### config.mk
export PLATFORM = sky130hd
export DESIGN_NAME = perf_counter_bank_flat
export DESIGN_NICKNAME = d
export VERILOG_FILES = /design/src/rtl/perf_pkg.sv /design/src/rtl/perf_counter_bank_if.sv /design/src/rtl/perf_counter_ch.sv /design/src/rtl/perf_counter_bank.sv /design/src/flat_wrapper.sv
export SDC_FILE = /design/constraint.sdc
export NUM_CORES = 1
export LEC_CHECK = 0
export ABC_AREA = 1
export CAP_MARGIN = 20
export CORE_MARGIN = 5
export CORE_UTILIZATION = 49
export CTS_CLUSTER_DIAMETER = 80
export CTS_CLUSTER_SIZE = 20
export DETAILED_ROUTE_END_ITERATION = 12
export PLACE_DENSITY = 0.67
export SLEW_MARGIN = 20
export SYNTH_ARGS = -nofsm -noshare
export SYNTH_HDL_FRONTEND = slang
export SYNTH_SLANG_ARGS = --single-unit
export TNS_END_PERCENT = 1
### constraint.sdc
create_clock -name clk -period 5.6 [get_ports clk]
set_input_delay 0.84 -clock clk [delete_from_list [all_inputs] [get_ports clk]]
set_output_delay 0.84 -clock clk [all_outputs]
set_load 0.02 [all_outputs]
### src/rtl/perf_pkg.sv
// Shared constants and helpers for the performance counter bank.
package perf_pkg;

    localparam int MODE_WRAP = 0;
    localparam int MODE_SAT  = 1;

    // Index width for n entries, never less than one bit so a single-channel bank still has a select line.
    function automatic int clog2_min1(input int n);
        int r;
        r = 0;
        for (int i = 0; i < 31; i++) begin
            if ((1 << i) < n) r = i + 1;
        end
        return (r < 1) ? 1 : r;
    endfunction

endpackage

### src/rtl/perf_counter_bank_if.sv
// Shadow-register read port of the performance counter bank.
interface perf_counter_bank_if #(
    parameter int NUM_CH = 4,
    parameter int CNT_W  = 32
);
    import perf_pkg::*;

    localparam int SEL_W = clog2_min1(NUM_CH);

    // rd_req has no ready: every request is accepted, and rd_valid pulses exactly one cycle later
    // carrying rd_data/rd_err for that request; requests may arrive every cycle.
    logic             rd_req;
    logic [SEL_W-1:0] rd_sel;
    logic             rd_valid;
    logic [CNT_W-1:0] rd_data;
    logic             rd_err;

    modport master (output rd_req, rd_sel, input rd_valid, rd_data, rd_err);
    modport slave  (input rd_req, rd_sel, output rd_valid, rd_data, rd_err);

endinterface

### src/rtl/perf_counter_ch.sv
// One live event counter: clear beats increment, wrap or saturate on carry, sticky overflow.
module perf_counter_ch
    import perf_pkg::*;
#(
    parameter int CNT_W    = 32,
    parameter int STEP_W   = 4,
    parameter int SATURATE = MODE_WRAP
) (
    input  logic              clk,
    input  logic              rst,
    input  logic              freeze,
    input  logic              inc_en,
    input  logic [STEP_W-1:0] inc_step,
    input  logic              clr_en,
    output logic [CNT_W-1:0]  count,
    output logic              ovf
);

    logic [CNT_W:0] sum;

    // One extra bit so the carry out of the add is the overflow indication.
    assign sum = {1'b0, count} + {{(CNT_W + 1 - STEP_W){1'b0}}, inc_step};

    always_ff @(posedge clk) begin
        if (rst) begin
            count <= '0;
            ovf   <= 1'b0;
        end else if (clr_en) begin
            count <= '0;
            ovf   <= 1'b0;
        end else if (!freeze && inc_en) begin
            if (sum[CNT_W]) begin
                ovf   <= 1'b1;
                count <= (SATURATE == MODE_SAT) ? {CNT_W{1'b1}} : sum[CNT_W-1:0];
            end else begin
                count <= sum[CNT_W-1:0];
            end
        end
    end

endmodule

### src/rtl/perf_counter_bank.sv
// Multi-channel event counter bank with a global snapshot into shadow registers and a registered read port.
module perf_counter_bank
    import perf_pkg::*;
#(
    parameter int NUM_CH   = 4,
    parameter int CNT_W    = 32,
    parameter int STEP_W   = 4,
    parameter int SATURATE = MODE_WRAP
) (
    input  logic                     clk,
    input  logic                     rst,
    input  logic                     freeze,
    input  logic [NUM_CH-1:0]        inc_en,
    input  logic [NUM_CH*STEP_W-1:0] inc_step,
    input  logic [NUM_CH-1:0]        clr_en,
    input  logic                     snap_req,
    perf_counter_bank_if.slave       rd_bus,
    output logic [NUM_CH-1:0]        ovf
);

    logic [CNT_W-1:0] live   [NUM_CH];
    logic [CNT_W-1:0] shadow [NUM_CH];

    for (genvar g = 0; g < NUM_CH; g++) begin : g_ch
        perf_counter_ch #(
            .CNT_W   (CNT_W),
            .STEP_W  (STEP_W),
            .SATURATE(SATURATE)
        ) u_ch (
            .clk     (clk),
            .rst     (rst),
            .freeze  (freeze),
            .inc_en  (inc_en[g]),
            .inc_step(inc_step[g*STEP_W +: STEP_W]),
            .clr_en  (clr_en[g]),
            .count   (live[g]),
            .ovf     (ovf[g])
        );
    end

    // Shadows capture the pre-edge live values, and a read in the same cycle as a snapshot
    // returns the previous shadow contents.
    always_ff @(posedge clk) begin
        if (rst) begin
            for (int i = 0; i < NUM_CH; i++) shadow[i] <= '0;
            rd_bus.rd_valid <= 1'b0;
            rd_bus.rd_data  <= '0;
            rd_bus.rd_err   <= 1'b0;
        end else begin
            if (snap_req) begin
                for (int i = 0; i < NUM_CH; i++) shadow[i] <= live[i];
            end
            rd_bus.rd_valid <= rd_bus.rd_req;
            if (rd_bus.rd_req) begin
                if (int'(rd_bus.rd_sel) >= NUM_CH) begin
                    rd_bus.rd_data <= '0;
                    rd_bus.rd_err  <= 1'b1;
                end else begin
                    rd_bus.rd_data <= shadow[rd_bus.rd_sel];
                    rd_bus.rd_err  <= 1'b0;
                end
            end
        end
    end

endmodule

### src/flat_wrapper.sv
// flat-port wrapper written by rule: the top's interface ports become plain ports
module perf_counter_bank_flat import perf_pkg::*;
#(
    parameter int NUM_CH   = 4,
    parameter int CNT_W    = 32,
    parameter int STEP_W   = 4,
    parameter int SATURATE = MODE_WRAP
)
  (clk, rst, freeze, inc_en, inc_step, clr_en, snap_req, ovf, rd_bus_rd_req, rd_bus_rd_sel, rd_bus_rd_valid, rd_bus_rd_data, rd_bus_rd_err);
  perf_counter_bank_if #(.NUM_CH(NUM_CH), .CNT_W(CNT_W)) rd_bus_i ();
  input  logic clk;
  input  logic rst;
  input  logic freeze;
  input  logic [NUM_CH-1:0] inc_en;
  input  logic [NUM_CH*STEP_W-1:0] inc_step;
  input  logic [NUM_CH-1:0] clr_en;
  input  logic snap_req;
  output logic [NUM_CH-1:0] ovf;
  input wire logic [$bits(rd_bus_i.rd_req)-1:0] rd_bus_rd_req;
  input wire logic [$bits(rd_bus_i.rd_sel)-1:0] rd_bus_rd_sel;
  output wire logic [$bits(rd_bus_i.rd_valid)-1:0] rd_bus_rd_valid;
  output wire logic [$bits(rd_bus_i.rd_data)-1:0] rd_bus_rd_data;
  output wire logic [$bits(rd_bus_i.rd_err)-1:0] rd_bus_rd_err;
  assign rd_bus_i.rd_req = rd_bus_rd_req;
  assign rd_bus_i.rd_sel = rd_bus_rd_sel;
  assign rd_bus_rd_valid = rd_bus_i.rd_valid;
  assign rd_bus_rd_data = rd_bus_i.rd_data;
  assign rd_bus_rd_err = rd_bus_i.rd_err;
  perf_counter_bank #(.NUM_CH(NUM_CH), .CNT_W(CNT_W), .STEP_W(STEP_W), .SATURATE(SATURATE)) u_core (.clk(clk), .rst(rst), .freeze(freeze), .inc_en(inc_en), .inc_step(inc_step), .clr_en(clr_en), .snap_req(snap_req), .rd_bus(rd_bus_i), .ovf(ovf));
endmodule
==> results.cfg, run 1 <==
[yosys]
syn_nets = 1847
synthAdderAreaFrac = 0.01954
synth_area_leaders = edfxtp_1, dfxtp_1, nor2_1
synth_top_family_by_area = simple AND/OR/NAND/NOR gates
synth_top_area_share = 0.2680
yosysWarnings = 0
synth-xor-area-share = 0.01038
synth_cells = 1796
seq_area_frac_synth = 0.4984
synth-simple-area-share = 0.2514
synth.ff_latch_count = 293
synthArstFlopShare = 0
synth.distinct_cells = 41
syn_avg_cell_area_um2 = 7.984
netlist_area_um2 = 14340
synthMuxAreaShare = 0.02234
synth_compound_area_frac = 0.1029
synth-main-ff-cell = dfxtp_1
yosysTopAreaCell = edfxtp_1
synth_most_common_cell = nor2_1
synth_edf_count = 128
synth_common_cells = nor2_1, inv_1, nand2_1, dfxtp_1, edfxtp_1

[die]
fp.dieW_um = 181.1
io_pins = 69
initial_core_util = 0.4983
rows = 62
core_area_um2 = 28780
die_h_um = 181.1
dieArea_um2 = 32790

[worst_setup_path]
critPathKind = input port to flip-flop
reg2reg_from = u_core.g_ch[1].u_ch.count[0]
r2r_slack_ns = 3.50
worstSetupStartpointType = input port
end_kind = flip-flop
cp.required_ns = 5.84
cp_data_arrival_time_ns = 3.20
rr_worst_depth = 11
r2r-end = u_core.g_ch[1].u_ch.count[30]
crit_fanout = 87

[placement]
port_buffers = 67
preCtsSetupSlack_ns = 2.087
dp_hpwl_mm = 28.11
placed_cell_area_um2 = 15260
placed_cells = 2196
gp_congestion = 0.9264

[power_and_ir_drop]
switching_share = 0.2335
switchingPower_uw = 953.0
comb_power_share = 0.071
p_per_area_nw_per_um2 = 257.3
peakVddDrop_v = 0.0002577
pwr-share-seq = 0.567
leakagePower_nw = 5.946
p_int_mw = 3.129
pwr-share-clk = 0.362
totalPowerFinal_mw = 4.082

[worst_hold_path]
hold_depth = 2
hp-class = flip-flop to flip-flop
min_to = u_core.g_ch[3].u_ch.ovf
hold_start = u_core.g_ch[3].u_ch.ovf

[cts]
cts-root-buf = clkbuf_16
cts_tree = done
clockBufferDepth = 3
cts_setup_buffers = 0
clk_latency_ns = 0.51
clk_pin_slew_ns = 0.08
cts_resized = 0
cts_made_buffers = 19
ctsHoldBuffers = 0
clock_sinks = 293
htreeDepth = 1

[sta]
drv_slew = 0
rsz0062_at_grt = no
setup-tns-final_ns = 0
worst_slew_pin_slew_ns = 1.086
min_period_ns = 2.959
setup_viol_count_final = 0
fin_skew_ns = 0.01895
whs_ns = 0.4542
timing.final.crit_share = 0.5284
max_freq_ghz = 0.3379
hold_viol_final = 0
relSlewSlack = 0.2761
fin_ws_ns = 2.641

[drt]
wirelength_mm = 37.94
drc_errors = 0
drtPass1Iterations = 5
wl_per_cell_um = 17.02
viasPerCell = 5.316
met1_length_mm = 17.31
drt-initial-drc-count = 1053
routed-wl-met3_mm = 2.274
dr_wl_met2_mm = 17.47
top_layer = met4
vias = 11849
ant_nets = 0

[grt]
grt_use_total = 0.2232
grt-ovfl-total = 0
antenna_found_initial = 0
grt_pass1_wl_mm = 59.28
grt_max_degree = 88
first_global_vias = 10936

[final_layout]
fin_cells = 2229
layout-drive-gt1-share = 0.04932
final_nets = 1884
syn_to_final_growth_pct = 10.65
fin_util = 0.5513
fillCellCount = 2654
antenna_cells = 0
final_cell_area_um2 = 15870

[flow_run]
cap_violations = 0

[status]
status = finished, final reports clean
[layout by cell type (no fill, tap or decap), types with 11 or more instances in the layout]
cell type / count
nor2_1: 357
clkbuf_16: 20
nand4_1: 35
nand3_1: 82
inv_1: 272
xor2_1: 11
mux2i_1: 32
dfxtp_1: 165
ha_1: 16
o21ai_0: 127
clkdlybuf4s50_1: 64
o221ai_1: 32
edfxtp_1: 128
nor3_1: 39
nor2_2: 12
nand2_1: 261
a21oi_1: 91
[worst max path at each step]
stage / from / end / slack, ns / cells past startpoint
after global routing: rst / u_core.shadow[3][4] / 2.51 / 5
after global placement: rst / u_core.shadow[3][21] / 2.19 / 5
final: rst / u_core.shadow[3][4] / 2.64 / 5
after floorplan: rst / u_core.shadow[0][0] / 2.74 / 1
after detailed placement: rst / u_core.shadow[3][4] / 2.09 / 5
after CTS: rst / u_core.shadow[3][4] / 2.60 / 5
[critical path, cell delays in order]
cell and delay, ns:
clkdlybuf4s50_1 0.82, inv_1 0.17, nand2_4 0.71, buf_4 0.51
nor2_1 0.12
[power groups by stage]
stage / registers (mW) / logic (mW) / clock network [mW]
finish: 2.32 / 0.289 / 1.48
detailed placement: 2.36 / 0.288 / 0
floorplan: 2.37 / 0.164 / 0
global route: 2.32 / 0.317 / 1.59
global placement: 2.36 / 0.283 / 0
CTS: 2.31 / 0.290 / 1.50
[area by class of cell]
class                   count  area, um^2  share of cell area
flip-flops and latches    293        7147              0.4504
inverters                 283        1062             0.06695
clock buffers              30       538.0             0.03391
multi-input cells        1161        5843              0.3683
repair buffers             75       728.2             0.04590
clock inverters             3       67.56            0.004258
well taps                 384       480.5             0.03028
[layer usage]
metal / GRT usage / up-vias
li1: - / 5915
met1: 0.3180 / 5536
met2: 0.3680 / 355
met3: 0.02674 / 43
met4: 0.05044 / 0
met5: 0 / -
[cell families after synthesis]
logic type,count (synthesis)
simple gates,825
buf+inv,342
flops,293
compound gates,266
mux,32
fa+ha+maj,20
xor+xnor,17
other cells,1
[state kept, by name (all words and copies together) (netlist names)]
signal                  count
u_core.rd_bus.rd_valid      1
u_core.shadow             128
u_core.rd_bus.rd_data      32
u_core.g_ch.u_ch.count    128
u_core.g_ch.u_ch.ovf        4
Power figures use the tool's default switching activity.
==> run 2, diff against run 1 <==
==> constraint.sdc (replaced) <==
create_clock -name clk -period 3.1 [get_ports clk]
set_input_delay 0.465 -clock clk [delete_from_list [all_inputs] [get_ports clk]]
set_output_delay 0.465 -clock clk [all_outputs]
set_load 0.02 [all_outputs]
==> run 2 against run 1 <==
Final area up 0.88%; first-iteration DRC count down 6.0%; register-to-register slack worse by 2.4 ns; core utilization up 0.48 points; critical path depth up 8; power up 78%; sequential cell count unchanged; worst hold slack worse by 0.0022 ns; die area unchanged; wire length down 0.45%; highest routed layer unchanged.
==> results.cfg, run 2 (same netlist as run 1, synthesis figures left out) <==
[grt]
grt_pass1_wl_mm = 59.65
grt-ovfl-total = 0
antenna_found_initial = 1
first_global_vias = 11017
grt_use_total = 0.2239
grt_max_degree = 59

[cts]
htreeDepth = 1
cts_tree = done
clk_pin_slew_ns = 0.09
cts_setup_buffers = 0
clk_latency_ns = 0.50
clockBufferDepth = 3
clock_sinks = 293
ctsHoldBuffers = 0
cts-root-buf = clkbuf_16
cts_resized = 0
cts_made_buffers = 19

[worst_hold_path]
hp-class = flip-flop to flip-flop

[sta]
timing.final.crit_share = 0.6602
rsz0062_at_grt = no
min_period_ns = 2.047
fin_skew_ns = 0.02154
setup_viol_count_final = 0
hold_viol_final = 0
fin_ws_ns = 1.053
relSlewSlack = 0.3516
setup-tns-final_ns = 0
max_freq_ghz = 0.4886
drv_slew = 0
worst_slew_pin_slew_ns = 0.9726

[placement]
port_buffers = 67
preCtsSetupSlack_ns = 0.5401
gp_congestion = 0.8865
dp_hpwl_mm = 28.49

[die]
core_area_um2 = 28780
initial_core_util = 0.4983
fp.dieW_um = 181.1
rows = 62
io_pins = 69
dieArea_um2 = 32790
die_h_um = 181.1

[final_layout]
final_common_cell = nor2_1
largest_registers = u_core.g_ch.u_ch.count x128, u_core.shadow x128, u_core.rd_bus.rd_data x32
antenna_cells = 0
multi_input_area_um2 = 5843
fin_util = 0.5561
seqCellArea_um2 = 7147
fillCellCount = 2669
syn_to_final_growth_pct = 11.61
layout-drive-gt1-share = 0.05648
final_cell_mix = nor2_1, inv_1, nand2_1
final_nets = 1898

[power_and_ir_drop]
leakagePower_nw = 6.023
peakVddDrop_v = 0.0003964
p_per_area_nw_per_um2 = 454.6

[drt]
drtPass1Iterations = 5
viasPerCell = 5.310
drc_errors = 0
drt-initial-drc-count = 990
wl_per_cell_um = 16.84
vias = 11910
wirelength_mm = 37.78
ant_nets = 0

[worst_setup_path]
cp_data_arrival_time_ns = 2.50
reg2reg_from = u_core.g_ch[2].u_ch.count[0]
crit_start = inc_step[8]
end_kind = flip-flop
endpoint = u_core.g_ch[2].u_ch.count[26]
r2r-end = u_core.g_ch[2].u_ch.count[26]
crit_fanout = 12
worstSetupStartpointType = input port
rr_worst_depth = 12
cp.required_ns = 3.56
r2r_slack_ns = 1.14
critPathKind = input port to flip-flop

[status]
status = finished, final reports clean

[flow_run]
cap_violations = 0
[run 2: how the worst min path moves through the flow]
stage | from | endpoint | slack, ns | cells after the start
6_report | u_core.g_ch[0].u_ch.ovf | u_core.g_ch[0].u_ch.ovf | 0.45 | 2
5_1_grt | u_core.g_ch[0].u_ch.ovf | u_core.g_ch[0].u_ch.ovf | 0.47 | 2
4_1_cts | u_core.g_ch[0].u_ch.ovf | u_core.g_ch[0].u_ch.ovf | 0.45 | 2
3_5_place_dp | u_core.g_ch[0].u_ch.ovf | u_core.g_ch[0].u_ch.ovf | 0.44 | 2
3_3_place_gp | u_core.g_ch[0].u_ch.ovf | u_core.g_ch[0].u_ch.ovf | 0.44 | 2
2_1_floorplan | u_core.g_ch[0].u_ch.ovf | u_core.g_ch[0].u_ch.ovf | 0.43 | 2
[run 2: where the power goes]
group | switching, mW | internal, mW | leakage [nW] | total [mW]
logic | 0.338 | 0.207 | 2.98 | 0.546
registers | 0.0581 | 4.12 | 2.77 | 4.18
clock network | 1.33 | 1.22 | 0.273 | 2.56
[run 2: cell type report]
cell class	count	area share
flip-flops and latches	293	0.4465
multi-input cells	1161	0.3651
inverters	283	0.06637
repair buffers	89	0.05675
clock buffers	30	0.03361
well taps	384	0.03002
clock inverters	3	0.001642
[run 2: metal layers]
metal,vias to the layer above,wire (um),part of all wire,GRT usage
li1,5956,-,-,-
met1,5572,17230,0.46,0.3221
met2,329,17380,0.46,0.3614
met3,53,2232,0.059,0.03217
met4,0,939,0.025,0.05164
met5,-,0,0,0
[run 2: stage by stage]
stage                     instance area (um^2)  hold WS (ns)  std cells  power (mW)
after floorplan                          14340        0.4304       1796       4.572
after global placement                   15440        0.4378       2210       4.800
after detailed placement                 15440        0.4391       2210       4.809
after CTS                                16010        0.4523       2243       7.322
after global routing                     16010        0.4693       2243       7.531
final                                    16010        0.4520       2243       7.277
[run 2: worst max-delay path, stage by stage]
cell             delay, ns
clkdlybuf4s50_1       0.46
ha_1                  0.16
inv_1                 0.05
fa_1                  0.41
nor2_2                0.16
nor2_1                0.08
inv_2                 0.08
nand3_4               0.08
nor2_4                0.24
nand3_1               0.11
nand2_1               0.07
inv_1                 0.04
nor2_1                0.08
==> run 3, diff against run 2 <==
==> constraint.sdc (replaced) <==
create_clock -name clk -period 1.9 [get_ports clk]
set_input_delay 0.285 -clock clk [delete_from_list [all_inputs] [get_ports clk]]
set_output_delay 0.285 -clock clk [all_outputs]
set_load 0.02 [all_outputs]
==> run 3 against run 2 <==
Sequential cell count stayed put; worst hold slack lost 0.14 ns; non-clock buffer count increased by 76; sequential power rose by 63%.
==> results.cfg, run 3 (same netlist as run 1, synthesis figures left out) <==
[status]
status = finished, final reports clean

[die]
die_h_um = 181.1
io_pins = 69
rows = 62
core_area_um2 = 28780
fp.dieW_um = 181.1
dieArea_um2 = 32790
initial_core_util = 0.4983

[sta]
timing.final.crit_share = 0.9744
max_freq_ghz = 0.5401
fin_skew_ns = 0.01430
setup_viol_count_final = 0
whs_ns = 0.3077
hold_viol_final = 0
drv_slew = 0
rsz0062_at_grt = yes
min_period_ns = 1.851

[drt]
ant_nets = 0
vias = 12320
drc_errors = 0
drtPass1Iterations = 6
wirelength_mm = 38.95
wl_per_cell_um = 16.78
viasPerCell = 5.308
drt-initial-drc-count = 1172

[final_layout]
seqCellArea_um2 = 7148
final_cell_mix = nor2_1, inv_1, nand2_1
multi_input_area_um2 = 5929
largest_registers = u_core.g_ch.u_ch.count x128, u_core.shadow x128, u_core.rd_bus.rd_data x32
fillCellCount = 2638
final_nets = 1975
layout-drive-gt1-share = 0.1033
final_common_cell = nor2_1
syn_to_final_growth_pct = 16.79
antenna_cells = 0

[cts]
clk_latency_ns = 0.52
cts_made_buffers = 19
clockBufferDepth = 3
ctsHoldBuffers = 0
htreeDepth = 1
clk_pin_slew_ns = 0.09
cts-root-buf = clkbuf_16
clock_sinks = 293
cts_tree = done

[worst_setup_path]
r2r_slack_ns = 0.06
crit_slowest_cell = clkdlybuf4s50_1
worstSetupStartpointType = flip-flop
cp_slowest_stage_delay_ns = 0.64
crit_fanout = 2
critPathKind = flip-flop to primary output
crit_family = buffers and inverters
path_cells = clkdlybuf4s50_1
cp_num_buf_inv = 1
end_kind = primary output
cp_data_arrival_time_ns = 1.57
cp.required_ns = 1.62

[placement]
port_buffers = 67
gp_congestion = 0.8979
dp_hpwl_mm = 29.64

[grt]
antenna_found_initial = 0
grt_max_degree = 51
grt_use_total = 0.2319
grt-ovfl-total = 0
grt_pass1_wl_mm = 61.85
first_global_vias = 11687

[power_and_ir_drop]
peakVddDrop_v = 0.0005463
p_per_area_nw_per_um2 = 714.9
totalPowerFinal_mw = 11.97
leakagePower_nw = 6.431

[flow_run]
cap_violations = 0

[worst_hold_path]
hp-class = input port to flip-flop
[run 3: what timing repair did]
| action | 4_1_cts | 5_1_grt |
|---|---|---|
| endpoints found under the setup margin | 7 | 44 |
| pin swaps | 2 | 7 |
| setup buffers | 0 | 3 |
| gates cloned | 1 | 0 |
| resized for setup | 3 | 21 |
[run 3: layout make-up]
type	count	area share
Sequential cell	293	0.4268
Timing Repair Buffer	165	0.09369
Inverter	283	0.06343
Clock inverter	5	0.002690
Clock buffer	29	0.03063
Multi-Input combinational cell	1162	0.3541
Tap cell	384	0.02869
[run 3: final timing paths]
kind	from	depth (start not counted)	to
worst max-delay path	u_core.rd_bus.rd_data[0]	1	rd_bus_rd_data[0]
worst min-delay path	rd_bus_rd_req	3	u_core.rd_bus.rd_data[8]
worst max register to register	u_core.g_ch[2].u_ch.count[0]	12	u_core.g_ch[2].u_ch.count[26]
worst min register to register	u_core.g_ch[3].u_ch.ovf	2	u_core.g_ch[3].u_ch.ovf
[run 3: metal layers]
metal / vias up / GRT usage / wire (um)
met2: 423 / 0.3699 / 17590
li1: 6108 / - / -
met4: 0 / 0.07535 / 1323
met3: 64 / 0.02855 / 2569
met1: 5725 / 0.3309 / 17470
met5: - / 0 / 0
[run 3: per-stage QoR]
| step | cells | setup WS (ns) | utilization | instance area, um^2 | TNS, ns |
|---|---|---|---|---|---|
| finish | 2321 | 0.04858 | 0.5819 | 16750 | 0 |
| global route | 2321 | -0.05247 | 0.5819 | 16750 | -0.3228 |
| CTS | 2318 | 0.02298 | 0.5786 | 16650 | 0 |
| detailed placement | 2283 | -0.5084 | 0.5586 | 16080 | -27.54 |
| global placement | 2283 | -0.4473 | 0.5586 | 16080 | -22.39 |
| floorplan | 1796 | 0.1497 | - | 14340 | 0 |
[run 3: where the power goes]
part / leakage [nW] / internal, mW / switching, mW
registers: 2.77 / 6.72 / 0.0926
logic: 3.39 / 0.430 / 0.595
clock network: 0.265 / 1.92 / 2.22
total: 6.43 / 9.07 / 2.91
